[src/rtl/breakout_pkg.sv]
// Shared types, banner codes and defaults for the Breakout game controller.
package breakout_pkg;

  typedef enum logic [2:0] {
    ST_NEWGAME,
    ST_PLAY,
    ST_NEWBALL,
    ST_OVER,
    ST_WIN
  } state_t;

  localparam logic [1:0] TXT_NONE  = 2'd0;
  localparam logic [1:0] TXT_PRESS = 2'd1;
  localparam logic [1:0] TXT_OVER  = 2'd2;
  localparam logic [1:0] TXT_WIN   = 2'd3;

  localparam int DEF_LIVES          = 3;
  localparam int DEF_TIMEOUT_FRAMES = 120;

  // Two-digit BCD increment; 99 wraps to 00.
  function automatic logic [7:0] bcd_inc(input logic [7:0] v);
    logic [7:0] r;
    r = v;
    if (v[3:0] == 4'd9) begin
      r[3:0] = 4'd0;
      r[7:4] = (v[7:4] == 4'd9) ? 4'd0 : v[7:4] + 4'd1;
    end else begin
      r[3:0] = v[3:0] + 4'd1;
    end
    return r;
  endfunction

endpackage

[src/rtl/breakout_frame_timer.sv]
// Frame-count delay timer: loads on timed-state entry, counts frame ticks down.
module breakout_frame_timer
  import breakout_pkg::*;
#(
  parameter int TIMEOUT_FRAMES = DEF_TIMEOUT_FRAMES
) (
  input  logic clk,
  input  logic rst,
  input  logic load,
  input  logic frame_tick,
  output logic done
);

  localparam int CW = $clog2(TIMEOUT_FRAMES + 1);

  logic [CW-1:0] count;

  // Load takes priority so a tick on the load edge is not counted.
  always_ff @(posedge clk or posedge rst) begin
    if (rst) begin
      count <= '0;
    end else if (load) begin
      count <= CW'(TIMEOUT_FRAMES);
    end else if (frame_tick && count != '0) begin
      count <= count - CW'(1);
    end
  end

  assign done = (count == '0);

endmodule

[src/rtl/breakout_game_ctrl.sv]
// Breakout game-state controller: lives, delays, pause/restart and banners.
// Optional BCD win counter enabled by defining BREAKOUT_SCORE_EN.
module breakout_game_ctrl
  import breakout_pkg::*;
#(
  parameter int LIVES          = DEF_LIVES,
  parameter int TIMEOUT_FRAMES = DEF_TIMEOUT_FRAMES
) (
  input  logic       clk,
  input  logic       rst,
  input  logic       frame_tick,
  input  logic [1:0] key,
  input  logic       miss,
  input  logic       won,
  output logic       pause,
  output logic       restart,
  output logic [1:0] lives,
  output logic [1:0] text_sel
`ifdef BREAKOUT_SCORE_EN
  ,
  output logic [7:0] win_count
`endif
);

  localparam logic [1:0] LIVES_INIT = 2'(LIVES);

  state_t     state, next_state;
  logic       key_pressed;
  logic       load;
  logic       done;
  logic       pause_d, restart_d;
  logic [1:0] text_d;

  assign key_pressed = (key != 2'b11);

  breakout_frame_timer #(
    .TIMEOUT_FRAMES(TIMEOUT_FRAMES)
  ) u_timer (
    .clk       (clk),
    .rst       (rst),
    .load      (load),
    .frame_tick(frame_tick),
    .done      (done)
  );

  always_ff @(posedge clk or posedge rst) begin
    if (rst) begin
      state    <= ST_NEWGAME;
      restart  <= 1'b1;
      pause    <= 1'b0;
      text_sel <= TXT_PRESS;
    end else begin
      state    <= next_state;
      restart  <= restart_d;
      pause    <= pause_d;
      text_sel <= text_d;
    end
  end

  always_comb begin
    next_state = state;
    unique case (state)
      ST_NEWGAME: if (key_pressed) next_state = ST_PLAY;
      ST_PLAY: begin
        if (miss) begin
          next_state = (lives > 2'd1) ? ST_NEWBALL : ST_OVER;
        end else if (won) begin
          next_state = ST_WIN;
        end
      end
      ST_NEWBALL: if (done && key_pressed) next_state = ST_PLAY;
      ST_OVER:    if (done) next_state = ST_NEWGAME;
      ST_WIN:     if (done) next_state = ST_NEWGAME;
      default:    next_state = ST_NEWGAME;
    endcase
  end

  // Every exit from PLAY enters a timed state.
  assign load = (state == ST_PLAY) && (next_state != ST_PLAY);

  // Outputs decoded from next_state so they move with the state register.
  always_comb begin
    restart_d = 1'b1;
    pause_d   = 1'b0;
    text_d    = TXT_PRESS;
    unique case (next_state)
      ST_NEWGAME: text_d = TXT_PRESS;
      ST_PLAY: begin
        restart_d = 1'b0;
        text_d    = TXT_NONE;
      end
      ST_NEWBALL: begin
        restart_d = 1'b0;
        pause_d   = 1'b1;
      end
      ST_OVER: text_d = TXT_OVER;
      ST_WIN:  text_d = TXT_WIN;
      default: text_d = TXT_PRESS;
    endcase
  end

  always_ff @(posedge clk or posedge rst) begin
    if (rst) begin
      lives <= LIVES_INIT;
    end else if (state == ST_NEWGAME && next_state == ST_PLAY) begin
      lives <= LIVES_INIT;
    end else if (state == ST_PLAY && miss) begin
      lives <= lives - 2'd1;
    end
  end

`ifdef BREAKOUT_SCORE_EN
  always_ff @(posedge clk or posedge rst) begin
    if (rst) begin
      win_count <= 8'h00;
    end else if (state == ST_PLAY && won && !miss) begin
      win_count <= bcd_inc(win_count);
    end
  end
`endif

endmodule

[config.mk]
export PLATFORM = sky130hd
export DESIGN_NAME = breakout_game_ctrl
export DESIGN_NICKNAME = d
export VERILOG_FILES = /design/src/rtl/breakout_pkg.sv /design/src/rtl/breakout_frame_timer.sv /design/src/rtl/breakout_game_ctrl.sv
export SDC_FILE = /design/constraint.sdc
export NUM_CORES = 1
export LEC_CHECK = 0
export ABC_AREA = 1
export CAP_MARGIN = 20
export CORE_MARGIN = 8
export CORE_UTILIZATION = 35
export CTS_BUF_LIST = sky130_fd_sc_hd__clkbuf_8
export DETAILED_ROUTE_END_ITERATION = 12
export PLACE_DENSITY = 0.61
export REMOVE_ABC_BUFFERS = 1
export SETUP_SLACK_MARGIN = 0.05
export SLEW_MARGIN = 20
export SYNTH_ARGS = -nofsm -noshare
export SYNTH_HDL_FRONTEND = slang
export SYNTH_SLANG_ARGS = --single-unit
[constraint.sdc]
create_clock -name clk -period 1.5 [get_ports clk]
set_input_delay 0.375 -clock clk [delete_from_list [all_inputs] [get_ports clk]]
set_output_delay 0.375 -clock clk [all_outputs]
set_load 0.01 [all_outputs]
== Word level (Yosys, flattened, before mapping) ==
Cells that the tools add are included.

* Register bits after elaboration: 16
* Bits of input ports: 7
* Output and inout bits: 6

* Add/sub/neg operators: 2
* $lt $le $gt $ge: 1
* Equal/unequal tests: 10
* Mux-type cells: 14
* Reductions and logical operators: 12

{| class="wikitable"
|+ Operators with widths
! operator !! number
|-
| 2-to-1 mux 3 bit || 5
|-
| 2-to-1 mux 7 bit || 2
|-
| == test 3 x 2 -> 1 bit (second input constant) || 4
|-
| case mux 3 bit (4 select lines) || 1
|-
| logical NOT 7 bit || 1
|-
| nonzero test 7 bit || 1
|-
| subtractor 7 x 1 -> 7 bit (second input constant) || 1
|-
| == test 3 x 1 -> 1 bit (second input constant) || 2
|-
| == test 3 bit (second input constant) || 2
|-
| case mux 2 bit (3 select lines) || 1
|-
| logical AND 1 bit || 5
|-
| 2-to-1 mux 2 bit || 2
|-
| nonzero test 2 bit || 2
|-
| OR reduction 2 bit || 2
|-
| logical NOT 3 bit || 1
|-
| 2-to-1 mux 1 bit || 3
|-
| != test 3 x 1 -> 1 bit (second input constant) || 1
|-
| greater-than comparator 2 x 1 -> 1 bit (second input constant) || 1
|-
| != test 2 bit (second input constant) || 1
|-
| subtractor 2 x 1 -> 2 bit (second input constant) || 1
|}

== Longest topological paths before layout ==
* Depth in word-level cells: 7
* Gate-level depth with buffers: 12

== Hierarchy ==
A second synthesis with hierarchy kept.

* Cell total of the unflattened synthesis: 121
* Area, all modules: 982.2 um^2

{| class="wikitable"
|+ Modules (own cells, without submodules)
! module !! times used !! cells an instance !! area an instance (um^2)
|-
| breakout_frame_timer || 1 || 63 || 500.5
|-
| breakout_game_ctrl || 1 || 58 || 481.7
|}

== Worst setup path before layout ==
Ideal clock, no wire load.

* Kind: register -> register
* Start point: reg lives[1]
* End point: reg restart
* Setup time: 0.072 ns
* Arrival time: 1.412 ns
* Setup slack: 0.015 ns
* Cell stages (with the launch flop): 13
* Path buffers: 0
* Cells stage by stage: dfstp_2 -> inv_1 -> ha_1 -> inv_1 -> nand3_1 -> nand2_1 -> nor2_1 -> nor2_1 -> nand3_4 -> inv_2 -> nand2_1 -> nand2_1 -> inv_1

* Longest elaborated chain between the ends: 7

{| class="wikitable"
|+ RTL lines
! element !! RTL line !! RTL
|-
| start: declaration || breakout_game_ctrl.sv:17 || <nowiki>output logic [1:0] lives,</nowiki>
|-
| start signal: assignment || breakout_game_ctrl.sv:108 || <nowiki>lives <= lives - 2'd1;</nowiki>
|-
| greater-than comparator 2 x 1 -> 1 bit * || breakout_game_ctrl.sv:66 || <nowiki>next_state = (lives > 2'd1) ? ST_NEWBALL : ST_OVER;</nowiki>
|-
| 2-to-1 mux 1 bit * || breakout_game_ctrl.sv:66 ||
|-
| 2-to-1 mux 3 bit * || breakout_game_ctrl.sv:65 || <nowiki>if (miss) begin</nowiki>
|-
| case mux 3 bit (4 select lines) * || breakout_game_ctrl.sv:62 || <nowiki>unique case (state)</nowiki>
|-
| via next_state[0] || breakout_game_ctrl.sv:27 || <nowiki>state_t state, next_state;</nowiki>
|-
| == test 3 x 1 -> 1 bit or == test 3 x 2 -> 1 bit (tied branches) || breakout_game_ctrl.sv:86 || <nowiki>unique case (next_state)</nowiki>
|-
| OR reduction 2 bit (no line) * || - ||
|-
| 2-to-1 mux 1 bit * || breakout_game_ctrl.sv:86 ||
|-
| via restart_d || breakout_game_ctrl.sv:31 || <nowiki>logic pause_d, restart_d;</nowiki>
|-
| end signal: assignment || breakout_game_ctrl.sv:54 || <nowiki>restart <= restart_d;</nowiki>
|-
| end: declaration || breakout_game_ctrl.sv:16 || <nowiki>output logic restart,</nowiki>
|}

The timed path passes the listed nets; every way through them passes the cells marked *.
A chain may end at the register's enable or synchronous reset.

== Worst setup path in the final report ==
* Start point: reg u_timer.count[0]
* End point: reg u_timer.count[3]

* Longest elaborated chain between the ends: 7

{| class="wikitable"
|+ RTL lines
! element !! RTL line !! RTL
|-
| start: declaration || breakout_frame_timer.sv:16 || <nowiki>logic [CW-1:0] count;</nowiki>
|-
| start signal: assignment || breakout_frame_timer.sv:23 || <nowiki>count <= CW'(TIMEOUT_FRAMES);</nowiki>
|-
| start signal: assignment || breakout_frame_timer.sv:25 || <nowiki>count <= count - CW'(1);</nowiki>
|-
| logical NOT 7 bit * || breakout_frame_timer.sv:29 || <nowiki>assign done = (count == '0);</nowiki>
|-
| logical AND 1 bit || breakout_game_ctrl.sv:71 || <nowiki>ST_NEWBALL: if (done && key_pressed) next_state = ST_PLAY;</nowiki>
|-
| 2-to-1 mux 3 bit || breakout_game_ctrl.sv:71 ||
|-
| case mux 3 bit (4 select lines) * || breakout_game_ctrl.sv:62 ||
|-
| via next_state[0] || breakout_game_ctrl.sv:27 ||
|-
| != test 3 x 1 -> 1 bit * || breakout_game_ctrl.sv:79 || <nowiki>assign load = (state == ST_PLAY) && (next_state != ST_PLAY);</nowiki>
|-
| logical AND 1 bit * || breakout_game_ctrl.sv:79 ||
|-
| 2-to-1 mux 7 bit or nonzero test 2 bit (tied branches) || - ||
|}

The timed path passes the listed nets; every way through them passes the cells marked *. The select of a mux whose other input is x is not followed.

==> results.md <==
- Fillers: 229
- Clock tree sinks: 16
- Final hold slack: ~0.42 ns
- Synth warn: 0
- Initial antenna violation count: 0
- Worst skew pair latency: ~0.25 ns
- Average size of a mapped cell: 8.406 µm²
- # port buffers: 12
- Root buffer cell: clkbuf_8
- DRC viols: 0
- N_diodes: 0
- Status: finished, violations left
- Clock power frac: 14.0%
- VDD IR max: 1.584 mV
- Setup repair after global routing missed its margin: true
- CP Data Arrival Time: 1.69 ns
- Worst setup margin: -0.04425 ns
- Longest Clk Path Bufs: 2
- Io pins: 13
- Area grow syn2layout: 46.82%
- Setup_tns: -0.2267 ns
- Crit path kind: flop to flop
- CTS tree: yes
- Slew HR: between 70% and 80%
- Most frequent cells in the layout: nand2_1, buf_4, inv_1
- Synth Cell Area: just under 900 µm²
- CTS Buf Count: 3
- Final instance area: 1271 µm²
- Max Slew Vio Count: 0
- Grt ovf: 0
- Max frequency: 647.6 MHz
- Pwr Total: roughly 2.7 mW
- Hold Crit Class: input pin to async pin
- Final #Nets: 147
- Final-report setup violation count: 7
- Register share of total power: between 20% and 30%
- Max-cap violations: 0
- Crit-path max FO: 5
- First-pass GRT wire length: between 3 and 4 mm
- NetSw: 1.115 mW
- H-tree Lvls: 1
- Period utilization: 102.9%
- Req. time, crit path: 1.64 ns
- Hold buffer count at cts: 0
- Initial Utilization: 35.93%
- Netlist cell types: 23
- Vias in the first global route: 767
- Iter 0 DRT Violations: 11
- Die X-Extent: 65.74 µm
- Pre-CTS WS: -0.1885 ns
- Setup Skew: 0.008046 ns
- Pre-Repair DR Iteration Count: 4
- Proportion of layout cells with a drive suffix above 1: 45.26%
- Routed wire length: around 2.0 mm
- Largest net degree at the start of global routing: 17
- Sw Ratio: between 40% and 50%
- Commonest non-fill, non-tap cell in the layout: nand2_1
- Worst slew pin tran: 0.3440 ns
- Pwr dens: 2130 nW/µm²
- Crit start category: flop
- Die height: 65.74 µm
- Post-Syn Instances: approximately 100
- P_leak: 0.6318 nW
- Aggregate global-route resource usage: around a tenth
- Register bit total from synthesis: 16
- Post-DP HPWL: 1.417 mm
- Violated checks: setup timing
- Logic pwr share: 56.7%
- Drt via density: 4.443
- CORE AREA: approximately 2400 µm²
- Storage element area: 405.4 µm²
- Via count: 742
- Int Pwr: approximately 1.6 mW
- Rows: 18
- Area of placed instances: approximately 1100 µm²
- DIE AREA: 4321 µm²
- DRT antenna net count: 0
- Multi-input gate area: 439.2 µm²
- Critical path capture point type: flop
- Gpl congestion: 0.7888
- Routed wire per std cell: 11.68 µm
- Reg clk slew, reported paths: about 0.07 ns
- Seq/Total Area, Yosys: 46.82%
- Final Hold Fails: 0
- Shortest period the worst path allows: 1.544 ns
sequential cells by signal (all words and copies together), names as in the netlist:
signal         cells
state              3
pause              1
lives              2
text_sel           2
restart            1
u_timer.count      7
metrics by stage:
stage          std cells  util [%]
2_1_floorplan        103         -
3_3_place_gp         158     46.52
3_5_place_dp         158     46.52
4_1_cts              164     50.00
5_1_grt              167     52.75
6_report             167     52.75
final cells by class:
cell class | count | area share [%]
clock buffer | 4 | 4.331
inverter | 23 | 7.087
multi-input combinational | 64 | 34.55
sequential | 16 | 31.89
tap | 30 | 2.953
timing repair buffer | 30 | 19.19
what timing repair did:
item	CTS	global route
pin swaps	5	8
resized for setup	22	15
setup endpoints to repair	17	12
endpoints found under the hold margin	0	0
buffers inserted	2	3
power by group through the flow:
stage | sequential (mW) | clock, mW | combinational, mW
after floorplan | 0.813 | 0 | 0.740
after global placement | 0.786 | 0 | 1.27
after detailed placement | 0.793 | 0 | 1.28
after CTS | 0.790 | 0.389 | 1.35
after global routing | 0.810 | 0.410 | 1.73
final | 0.793 | 0.380 | 1.54
worst max-delay path: stages, from the launching register on:
cell	delay [ns]
dfrtp_1	0.37
inv_1	0.07
ha_2	0.17
inv_2	0.05
nor2_4	0.11
nand4_1	0.12
nand2_1	0.12
nand2_2	0.07
nand3_4	0.13
nand2_4	0.09
nand2_4	0.08
nand2_1	0.05
synth_stat cells (all sizes together):
master  instances  area [µm²]
nand2          25       111.4
o21ai           3       15.01
xor2            4       35.03
inv            22       82.58
xnor2           1       8.760
a21o            1       7.510
dfstp           4       105.1
nor2           10       50.05
or2             1       6.260
nor3            3       15.01
a21oi           4       20.02
ha              2       25.02
nand3           9       72.57
nand4           1       6.260
clkinv          1       5.000
dfrtp          12       300.3
routing by layer:
layer	GRT usage (%)	wire length, µm	share of wire, %
met1	10.97	837	43
met3	5.612	164	8.4
met5	0	0	0
met4	4.087	22	1.1
met2	14.62	927	48
path summary, 6_finish.rpt:
path / from / endpoint / slack (ns) / cells after the start
max in group asynchronous: rst / text_sel[0]$_DFF_PP1_ / 0.83 / 3
min in group clk: lives[0]$_DFFE_PP1P_ / lives[0]$_DFFE_PP1P_ / 0.54 / 2
worst min-delay path: rst / u_timer.count[3]$_DFFE_PP0P_ / 0.42 / 3
worst min register to register: lives[0]$_DFFE_PP1P_ / lives[0]$_DFFE_PP1P_ / 0.54 / 2
worst max register to register: u_timer.count[0]$_DFFE_PP0P_ / u_timer.count[3]$_DFFE_PP0P_ / -0.04 / 11
worst max-delay path: u_timer.count[0]$_DFFE_PP0P_ / u_timer.count[3]$_DFFE_PP0P_ / -0.04 / 11
logic make-up after synthesis:
family                   Yosys count  synth area share, %
AO/OA/AOI/OAI                      8                4.913
buffers and inverters             23                10.12
adder cells (fa/ha/maj)            2                2.890
AND/OR/NAND/NOR                   49                30.20
flip-flops                        16                46.82
XOR/XNOR                           5                5.058
Power figures use the tool's default switching activity.
